File: config.mk
export PLATFORM = sky130hd
export DESIGN_NAME = osc_power_sequencer
export DESIGN_NICKNAME = d
export VERILOG_FILES = /design/src/rtl/osc_power_sequencer.sv
export SDC_FILE = /design/constraint.sdc
export NUM_CORES = 1
export LEC_CHECK = 0
export ABC_CLOCK_PERIOD_IN_PS = 1700
export CORE_MARGIN = 2
export CORE_UTILIZATION = 54
export DETAILED_ROUTE_END_ITERATION = 8
export DONT_BUFFER_PORTS = 1
export PLACE_DENSITY_LB_ADDON = 0.15
export SLEW_MARGIN = 20
export SYNTH_ARGS = -nofsm -noshare
export SYNTH_HDL_FRONTEND = slang
export SYNTH_SLANG_ARGS = --single-unit
File: constraint.sdc
create_clock -name clock -period 1.7 [get_ports clock]
set_input_delay 0.34 -clock clock [delete_from_list [all_inputs] [get_ports clock]]
set_output_delay 0.34 -clock clock [all_outputs]
set_load 0.005 [all_outputs]
File: src/rtl/osc_power_sequencer.sv
// Oscillator power sequencer: collects client requests, powers the oscillator,
// waits out its startup time, grants requesters, then powers down after an
// idle hold-off and enforces a minimum off time before the next power-up.
// Optional build macro OSC_STATS_EN adds a saturating power-up counter output.
module osc_power_sequencer #(
  parameter int unsigned NUM_REQ        = 4,
  parameter int unsigned STARTUP_CYCLES = 100,
  parameter int unsigned HOLDOFF_CYCLES = 16,
  parameter int unsigned MIN_OFF_CYCLES = 8,
  parameter int unsigned CNT_W          = 16
) (
  input  logic               clock,
  input  logic               reset,
  input  logic [NUM_REQ-1:0] req,
  output logic [NUM_REQ-1:0] grant,
  output logic               power,
  output logic               osc_ready,
  output logic               busy,
  output logic [2:0]         state
`ifdef OSC_STATS_EN
  ,
  output logic [15:0]        powerup_count
`endif
);

  typedef enum logic [2:0] {
    ST_OFF      = 3'd0,
    ST_STARTUP  = 3'd1,
    ST_READY    = 3'd2,
    ST_HOLDOFF  = 3'd3,
    ST_COOLDOWN = 3'd4
  } state_e;

  localparam logic [CNT_W-1:0] STARTUP_LD = CNT_W'(STARTUP_CYCLES - 1);
  localparam logic [CNT_W-1:0] HOLDOFF_LD = CNT_W'(HOLDOFF_CYCLES - 1);
  localparam logic [CNT_W-1:0] MIN_OFF_LD = CNT_W'(MIN_OFF_CYCLES - 1);

  state_e             state_q, state_d;
  logic [CNT_W-1:0]   cnt_q, cnt_d, cnt_dec;
  logic [NUM_REQ-1:0] grant_q, grant_d;
  logic               power_q, power_d;
  logic               ready_q, ready_d;
  logic               busy_q, busy_d;
  logic               any_req;

  assign any_req = |req;
  // Down-counter saturates at zero instead of wrapping.
  assign cnt_dec = (cnt_q == '0) ? '0 : cnt_q - CNT_W'(1);

  // Next-state and registered-output computation.
  always_comb begin
    state_d = state_q;
    cnt_d   = cnt_dec;
    grant_d = '0;
    power_d = power_q;
    ready_d = ready_q;
    unique case (state_q)
      ST_OFF: begin
        if (any_req && cnt_q == '0) begin
          state_d = ST_STARTUP;
          cnt_d   = STARTUP_LD;
          power_d = 1'b1;
        end
      end
      ST_STARTUP: begin
        if (cnt_q == '0) begin
          state_d = ST_READY;
          ready_d = 1'b1;
          grant_d = req;
        end
      end
      ST_READY: begin
        if (!any_req) begin
          state_d = ST_HOLDOFF;
          cnt_d   = HOLDOFF_LD;
        end else begin
          grant_d = req;
        end
      end
      ST_HOLDOFF: begin
        if (any_req) begin
          state_d = ST_READY;
          grant_d = req;
        end else if (cnt_q == '0) begin
          state_d = ST_COOLDOWN;
          cnt_d   = MIN_OFF_LD;
          power_d = 1'b0;
          ready_d = 1'b0;
        end
      end
      ST_COOLDOWN: begin
        if (cnt_q == '0) begin
          state_d = ST_OFF;
        end
      end
      default: begin
        state_d = ST_OFF;
        cnt_d   = '0;
        power_d = 1'b0;
        ready_d = 1'b0;
      end
    endcase
    busy_d = (state_d != ST_OFF);
  end

  // State, counter and output registers with synchronous reset.
  always_ff @(posedge clock) begin
    if (reset) begin
      state_q <= ST_OFF;
      cnt_q   <= '0;
      grant_q <= '0;
      power_q <= 1'b0;
      ready_q <= 1'b0;
      busy_q  <= 1'b0;
    end else begin
      state_q <= state_d;
      cnt_q   <= cnt_d;
      grant_q <= grant_d;
      power_q <= power_d;
      ready_q <= ready_d;
      busy_q  <= busy_d;
    end
  end

  assign grant     = grant_q;
  assign power     = power_q;
  assign osc_ready = ready_q;
  assign busy      = busy_q;
  assign state     = state_q;

`ifdef OSC_STATS_EN
  logic [15:0] powerup_q, powerup_d;

  // Count OFF->STARTUP transitions, saturating at all-ones.
  always_comb begin
    powerup_d = powerup_q;
    if (state_q == ST_OFF && state_d == ST_STARTUP && powerup_q != '1) begin
      powerup_d = powerup_q + 16'd1;
    end
  end

  // Power-up counter register.
  always_ff @(posedge clock) begin
    if (reset) begin
      powerup_q <= '0;
    end else begin
      powerup_q <= powerup_d;
    end
  end

  assign powerup_count = powerup_q;
`endif

endmodule

Word-level counts from Yosys, hierarchy flattened
Index checks and enable logic that the tools add are counted.

Output and inout bits: 10. Bits in registers: 26. Word-level logic and storage cells: 50. Input port bits: 6.

Reduce and logical (&&, ||, !) cells: 11. Eq/ne operators: 8. Add/sub/neg operators: 1. Bitwise operators: 2. Muxes and demuxes: 22.

Operators with widths (number): two-way mux 16 bit (5); one-hot mux 16 bit (4 select lines) (1); two-way mux 3 bit (6); zero test 16 bit (1); subtractor 16 x 1 -> 16 bit (second input constant) (1); one-hot mux 3 bit (5 select lines) (1); two-way mux 4 bit (2); inequality test 2 bit (second input constant) (4); one-hot mux 4 bit (2 select lines) (1); AND reduction 4 bit (2); equality test 3 x 2 -> 1 bit (second input constant) (2); one-hot mux 1 bit (3 select lines) (2); OR reduction 3 bit (2); two-way mux 1 bit (4); OR reduction 2 bit (2); OR reduction 4 bit (1); equality test 3 x 1 -> 1 bit (second input constant) (1); equality test 3 bit (second input constant) (1); zero test 3 bit (1); nonzero test 3 bit (1); inverter 1 bit (2); logical AND 1 bit (1).

Depth between registers and ports, before layout
Gate-level depths: netlist of the first run.

Depth in word-level cells: 5. Depth in mapped cells: 7. Gate-level depth less buffers: 6.

Worst setup path before layout of the first run
Ideal clock, no wire load.

Path type: register to register. From: register cnt_q[4]. To: register cnt_q[5]. Arrival: 1615 ps. Setup slack: 11 ps. Data required time: 1626 ps. Buffers on the path: 0. Library setup time: 74 ps. Period minus slack after synthesis: 1689 ps. Stages on the path, launching flop included: 5. Path through: dfxtp_1 nor4_4 nand4_2 or4_1 o21ai_0.

Cells in the longest elaborated chain, start to end: 5. Elaborated cells between the ends (all ways): 9. Those cells by class: add/sub (1); mux (6); reduce/logical (2).

RTL lines: start, declared (line 39) `logic [CNT_W-1:0] cnt_q, cnt_d, cnt_dec;`; start signal, assigned (line 117) `cnt_q <= cnt_d;`; subtractor 16 x 1 -> 16 bit / zero test 16 bit (equally long branches) (line 48, 59, 84); two-way mux 16 bit (line 48) `assign cnt_dec = (cnt_q == '0) ? '0 : cnt_q - CNT_W'(1);`; two-way mux 16 bit (line 84) `end else if (cnt_q == '0) begin`; two-way mux 16 bit (line 81) `if (any_req) begin`; one-hot mux 16 bit (4 select lines) (*) (line 57) `unique case (state_q)`.

Mark *: on every way between the ends. The rest lies on a longest branch, timed or not. A chain may end at the register's enable or synchronous reset.

Worst setup path in the final report of the first run
From: register cnt_q[4]. To: register cnt_q[6].

The elaborated chain is that of the path after synthesis.

==> summary.txt, run 1 <==
Min path
  • HP Class: in -> reg
  • Hold path depth: 1
  • Hold Crit Start: reset
  • Hold Path End: cnt_q[0]$_SDFF_PP0_

Routing
  • Detailed Routing Iterations Pass 1: 4
  • Drt initial violations: 46
  • Final WL: 2970 um
  • Vias per inst: 6.09
  • Via count: 1,151
  • Routed len/inst: 15.7 um
  • Post-DRT Antenna Nets: 0
  • Residual DRC: 0

Global routing
  • Total GRT Usage: 0.234
  • Vias in the first global route: 1,056
  • Antenna violations before repair: 0
  • Grt total ovfl: 0
  • First-pass GRT wire length: 4590 um
  • Largest net degree at the start of global routing: 16

Clocking
  • CTS tree: yes
  • CTS clk-pin slew, worst paths: 0.15 ns
  • Hold buffers post-CTS: 0
  • CTS Buffer Depth: 2
  • Worst skew pair latency: 0.33 ns
  • # clock sinks: 26
  • CTS Buf Count: 3
  • Clock root cell: clkbuf_4
  • H-tree Lvls: 1

Placement
  • Port Buffers: 0
  • Dpl ws: -0.159 ns
  • Placed instance area: 1400 um2
  • GPL Wtd Cong: 0.871
  • Dpl cells: 181
  • Post-DP HPWL: 2010 um

STA
  • Fmax: 576 MHz
  • Final hold violation count: 0
  • Tcrit/Tclk final: 1.02
  • Fin. max-slew vios: 0
  • Worst-margin pin slew: 0.517 ns
  • Crit path time final: 1.73 ns
  • Setup violations, final: 7
  • RSZ-0062 raised after global routing: true
  • Relative slew margins: 0.652
  • Final worst slack: -0.0347 ns
  • Clock skew: 0.00712 ns

Floorplan
  • Rows: 17
  • Die Wd: 51.7 um
  • Ports: 16
  • Area of the core: 2170 um2
  • Die Footprint: 2670 um2
  • Initial Utilization: 0.566
  • Die height: 51.7 um

Pwr
  • Clock Power Share: 0.142
  • Cell Int Power: 1.84 mW
  • Worst vdd ir: 1.26 mV
  • Pleak: 0.645 nW
  • Comb pwr share: 0.547
  • Net Sw Power: 1.23 mW
  • Switching share of power: 0.400
  • Sequential share of power: 0.311
  • PD cells: 1920 nW/um2
  • Final Power: 3.07 mW

Critical path
  • CP Data Arrival Time: 2.01 ns
  • CP max FO: 5
  • Worst Path Required: 1.98 ns
  • Reg-to-Reg Start: cnt_q[4]$_SDFF_PP0_
  • Slack of the worst reg-to-reg path: -0.03 ns
  • Crit Path Category: reg -> reg
  • Worst Reg-to-Reg Cells: 5
  • RR Endpoint: cnt_q[6]$_SDFF_PP0_
  • Buffers and inverters on the worst path: 1
  • CP delay by family, top: simple AND/OR/NAND/NOR gates
  • Crit-path max cell delay: 0.56 ns
  • CP Cell Sequence: nor4_4 -> buf_4 -> nand4_4 -> or4_4 -> o21ai_1
  • Startpoint types: register
  • Crit-path slowest cell: or4_4
  • CP Capture Type: register

Synthesis
  • Post-Synthesis Cells: 137
  • Sequential fraction of the synthesis area: 0.424
  • Syn Area/Cell: 8.96 um2
  • Synth Flop Type: dfxtp_1
  • Post-synth net total: 145
  • Ys Warns: 0
  • Post-synth EDFFs: 0
  • Yosys reg bits: 26
  • Post-synthesis async set-or-reset flop share: 0
  • Mapped Area: 1230 um2
  • Cell variety after synth: 35

Layout
  • Area growth syn-to-layout: 30.1%
  • Non-filler cells, final: 189
  • Nets: 170
  • Fin area: 1600 um2
  • Util after Layout: 0.736
  • ANT cells: 0
  • Share of layout cells above drive strength 1: 0.342

Status
  • Outcome: complete, but fails checks
  • Failing checks: setup timing

Job
  • Max cap viols: 0
## cell families (layout without fill, tap and decap cells)
group                    count (synthesis)  count (layout)  share of synthesized area
AO/OA/AOI/OAI                           33              33                      0.165
XOR/XNOR                                10              10                     0.0714
adder cells (fa/ha/maj)                  2               2                     0.0204
buffers and inverters                    7              31                     0.0224
flip-flops                              26              26                      0.424
AND/OR/NAND/NOR                         59              59                      0.297
## power by group through the flow
| stage | Clock (mW) | Combinational [mW] | Sequential (mW) |
|---|---|---|---|
| floorplan | 0 | 0.885 | 0.945 |
| global route | 0.469 | 1.85 | 0.980 |
| global placement | 0 | 1.33 | 0.943 |
| detailed placement | 0 | 1.36 | 0.952 |
| finish | 0.434 | 1.68 | 0.954 |
| CTS | 0.440 | 1.40 | 0.946 |
## metal layers
metal  global-route usage  up-vias  part of all wire
met5                    0        -                 0
met4               0.0965        0             0.015
met3               0.0776        4             0.052
met2                0.417       39              0.52
met1                0.251      551              0.41
li1                     -      557                 -
## synth_stat cells (3+ instances only)
| library cell | number | area share |
|---|---|---|
| or2_2 | 3 | 0.015 |
| a21oi_1 | 13 | 0.053 |
| nand2_1 | 7 | 0.021 |
| inv_1 | 3 | 0.0092 |
| nor4_1 | 3 | 0.015 |
| nand3_1 | 3 | 0.012 |
| nor3_1 | 5 | 0.020 |
| dfxtp_1 | 26 | 0.42 |
| or3_1 | 5 | 0.025 |
| o21ai_0 | 8 | 0.033 |
| xor2_1 | 10 | 0.071 |
| nor2_1 | 14 | 0.043 |
| nor3b_1 | 5 | 0.031 |
## worst max path at each step
stage / startpoint / depth (start not counted) / slack, ns / to
2_1_floorplan: cnt_q[4]$_SDFF_PP0_ / 4 / 0.01 / cnt_q[5]$_SDFF_PP0_
3_3_place_gp: req[1] / 5 / 0.0005 / cnt_q[1]$_SDFF_PP0_
3_5_place_dp: cnt_q[1]$_SDFF_PP0_ / 7 / -0.16 / osc_ready$_SDFFE_PP0P_
4_1_cts: cnt_q[1]$_SDFF_PP0_ / 6 / -0.007 / cnt_q[5]$_SDFF_PP0_
5_1_grt: cnt_q[4]$_SDFF_PP0_ / 4 / -0.16 / cnt_q[13]$_SDFF_PP0_
6_report: cnt_q[4]$_SDFF_PP0_ / 5 / -0.03 / cnt_q[6]$_SDFF_PP0_
## per-stage QoR
step                setup TNS, ns  hold WS [ns]
global placement                0         0.412
detailed placement         -0.815         0.413
global route                -1.48        0.0227
finish                    -0.0903        0.0483
floorplan                       0         0.409
CTS                       -0.0142        0.0452
## placed cells by master, fill, tap and decap left out, drive strengths merged
cell type,instances
clkbuf,3
nor4b,2
a211o,2
nor3,5
xor2,10
or2,3
nand4,2
dfxtp,26
a31o,1
nand2,7
a31oi,1
nand4b,2
o211ai,1
bufinv,1
and4,1
a21boi,1
a221oi,2
nor4,5
o21ai,8
or4,3
nor2,14
nand3,3
buf,24
nor3b,5
nand3b,2
o31ai,2
a21oi,13
or3,5
ha,2
a21o,2
inv,3
## state kept, by name, indices dropped and copies added, names as in the netlist
| name | flops |
|---|---|
| osc_ready | 1 |
| cnt_q | 16 |
| busy | 1 |
| grant | 4 |
| state | 3 |
| power | 1 |
## layout make-up
class	instances	area, um2
multi-input cells	104	783
fillers	168	573
inverters	3	11.3
well taps	28	35.0
clock inverters	1	30.0
repair buffers	24	188
flip-flops and latches	26	527
clock buffers	3	22.5
## repair_timing
action                                 CTS  global route
setup endpoints to repair                7            23
gates resized for setup                  3            26
endpoints found under the hold margin    0             0
buffers inserted                         0             4
pin swaps                                2            11
cloned                                   0             0
Power figures use the tool's default switching activity.
==> run 2, diff against run 1 <==
Settings changed: ABC_CLOCK_PERIOD_IN_PS 1700 to 2190, CELL_PAD_IN_SITES_DETAIL_PLACEMENT set to 1, CELL_PAD_IN_SITES_GLOBAL_PLACEMENT set to 1, CORE_UTILIZATION 54 to 49, HOLD_SLACK_MARGIN set to 0.08.
Clock period 1.7 ns to 2.19 ns, I/O delays scaled along.
==> summary.txt, run 2 (same netlist as run 1, synthesis figures left out) <==
Global routing
  • Antenna violations before repair: 0 (unchanged)
  • Met1 Use GR: 0.281 (+0.0305)
  • GR peak layer: met2
  • Total GRT Usage: 0.223 (-0.0110)
  • Grt total ovfl: 0 (unchanged)
  • Grt met2 use: 0.388 (-0.0285)
  • Vias in the first global route: 1,036 (-1.9%)
  • Largest net degree at the start of global routing: 16 (unchanged)
  • First-pass GRT wire length: 4760 um (+3.8%)
  • GR Util met3: 0.0528 (-0.0248)

Critical path
  • Crit-path max cell delay: 0.36 ns (-0.20 ns)
  • Buffers and inverters on the worst path: 2 (+1)
  • Worst Reg-to-Reg Cells: 7 (+2)
  • Slack of the worst reg-to-reg path: 0.33 ns (+0.37 ns)
  • CP Cell Sequence: inv_1 -> ha_1 -> nor4b_1 -> nand4_2 -> buf_4 -> a211o_2 -> a21oi_1
  • Reg-to-Reg Start: cnt_q[0]$_SDFF_PP0_
  • CP delay by family, top: simple AND/OR/NAND/NOR gates
  • Startpoint types: register
  • CP Data Arrival Time: 2.11 ns (+0.10 ns)
  • RR Endpoint: cnt_q[0]$_SDFF_PP0_
  • Worst Path Required: 2.44 ns (+0.46 ns)
  • Crit-path slowest cell: dfxtp_1
  • CP Capture Type: register
  • CP max FO: 9 (+4)
  • Crit Path Category: reg -> reg

Clocking
  • H-tree Lvls: 1 (unchanged)
  • Worst skew pair latency: 0.32 ns (about the same)
  • Clock root cell: clkbuf_4
  • CTS Buffer Depth: 2 (unchanged)
  • CTS Buf Count: 3 (unchanged)
  • Setup repair bufs after CTS: 0 (unchanged)
  • # clock sinks: 26 (unchanged)
  • Hold buffers post-CTS: 0 (unchanged)
  • CTS tree: yes
  • CTS clk-pin slew, worst paths: 0.15 ns (about the same)
  • CTS resizes: 0 (-3)

Placement
  • Post-DP HPWL: 2210 um (+9.9%)
  • GPL Wtd Cong: 0.793 (-9.0%)
  • Port Buffers: 0 (unchanged)
  • Placed instance area: 1290 um2 (-7.9%)

STA
  • Setup TNS: 0 ns (+0.0903 ns)
  • Final hold violation count: 0 (unchanged)
  • Clock skew: 0.00988 ns (+0.00276 ns)
  • Crit path time final: 1.86 ns (+0.121 ns)
  • RSZ-0062 raised after global routing: false
  • Worst-margin pin slew: 0.506 ns (-0.0112 ns)
  • Tcrit/Tclk final: 0.847 (-0.173)
  • Fin. max-slew vios: 0 (unchanged)
  • Fmax: 539 MHz (-6.5%)
  • Setup violations, final: 0 (-7)
  • Relative slew margins: 0.658 (+0.00588)

Layout
  • Fill cell count: 293 (+74%)
  • Biggest register: cnt_q
  • Most frequent cells in the layout: dfxtp_1 (26), nor2_1 (14), a21oi_1 (13)
  • Fin area: 1340 um2 (-16%)
  • Share of layout cells above drive strength 1: 0.141 (-0.201)
  • Area growth syn-to-layout: 9.07%
  • Nets: 151 (-11%)
  • Max FFs per register: 16 (unchanged)
  • Most common cell after layout, fill and taps aside: dfxtp_1
  • ANT cells: 0 (unchanged)

Floorplan
  • Die Wd: 54.1 um (+4.6%)
  • Area of the core: 2430 um2 (+12%)
  • Initial Utilization: 0.505 (-0.0611)
  • Die Footprint: 2920 um2 (+9.4%)
  • Die height: 54.1 um (+4.6%)
  • Rows: 18 (+1)
  • Ports: 16 (unchanged)

Routing
  • Post-DRT Antenna Nets: 0 (unchanged)
  • Final WL: 2980 um (+0.44%)
  • Residual DRC: 0 (unchanged)
  • Drt initial violations: 10 (-78%)
  • Vias per inst: 6.05 (-0.71%)
  • Routed len/inst: 17.3 um (+10%)
  • Via count: 1,040 (-9.6%)
  • Detailed Routing Iterations Pass 1: 4 (unchanged)

Pwr
  • Pleak: 0.508 nW (-21%)
  • Worst vdd ir: 0.812 mV (-36%)
  • PD cells: 1540 nW/um2 (-20%)

Job
  • Max cap viols: 0 (unchanged)

Min path
  • Hold Crit Start: reset
  • Hold path depth: 1 (unchanged)
  • HP Class: in -> reg
  • Hold Path End: power$_SDFFE_PP0P_

Status
  • Outcome: finished clean
-- run 2: changes by cell type in the layout (fill, tap and decap cells not counted), moves of 2 or more --
cell,delta
buf_4,-17
a21oi_1,+5
a21oi_2,-5
o21ai_0,+4
dfxtp_1,+3
o21ai_1,-3
a211o_2,+2
a211o_4,-2
buf_6,-2
dfxtp_2,-2
-- run 2: final cells by class --
type,instances,area [um2],area share
inverters,3,11.3,0.00841
well taps,30,37.5,0.0280
clock buffers,3,22.5,0.0168
clock inverters,1,30.0,0.0224
multi-input cells,104,679,0.507
flip-flops and latches,26,520,0.389
repair buffers,5,37.5,0.0280
-- run 2: how the worst max path moves through the flow --
stage / from / end / slack, ns / depth (start not counted)
6_report: cnt_q[0]$_SDFF_PP0_ / cnt_q[0]$_SDFF_PP0_ / 0.33 / 7
5_1_grt: cnt_q[0]$_SDFF_PP0_ / cnt_q[0]$_SDFF_PP0_ / 0.15 / 7
4_1_cts: cnt_q[4]$_SDFF_PP0_ / cnt_q[13]$_SDFF_PP0_ / 0.33 / 4
3_5_place_dp: req[1] / cnt_q[1]$_SDFF_PP0_ / 0.28 / 4
3_3_place_gp: req[1] / cnt_q[1]$_SDFF_PP0_ / 0.34 / 4
2_1_floorplan: req[1] / cnt_q[1]$_SDFF_PP0_ / 0.42 / 4
-- run 2: through the flow --
stage | setup slack [ns] | utilization | std cells | power, mW | hold slack, ns
detailed placement | 0.280 | 0.529 | 168 | 1.72 | 0.500
floorplan | 0.419 | - | 137 | 1.42 | 0.459
global placement | 0.340 | 0.529 | 168 | 1.65 | 0.474
finish | 0.335 | 0.550 | 172 | 2.06 | 0.169
global route | 0.153 | 0.550 | 172 | 2.21 | 0.145
CTS | 0.328 | 0.550 | 172 | 2.06 | 0.160
-- run 2: per-layer routing --
metal | wire, um | part of all wire
met1 | 1320 | 0.44
met4 | 14 | 0.0047
met2 | 1540 | 0.52
met3 | 97 | 0.033
met5 | 0 | 0
-- run 2: worst reg2reg max path, cell delays in order (launching register included) --
cell     delay (ns)
dfxtp_1        0.36
inv_1          0.08
ha_1           0.16
nor4b_1        0.34
nand4_2        0.17
buf_4          0.21
a211o_2        0.30
a21oi_1        0.16
-- run 2: power breakdown --
group / switching [mW] / internal, mW / total (mW)
sequential: 0.156 / 0.609 / 0.764
clock: 0.145 / 0.185 / 0.330
combinational: 0.549 / 0.413 / 0.962
total: 0.850 / 1.21 / 2.06
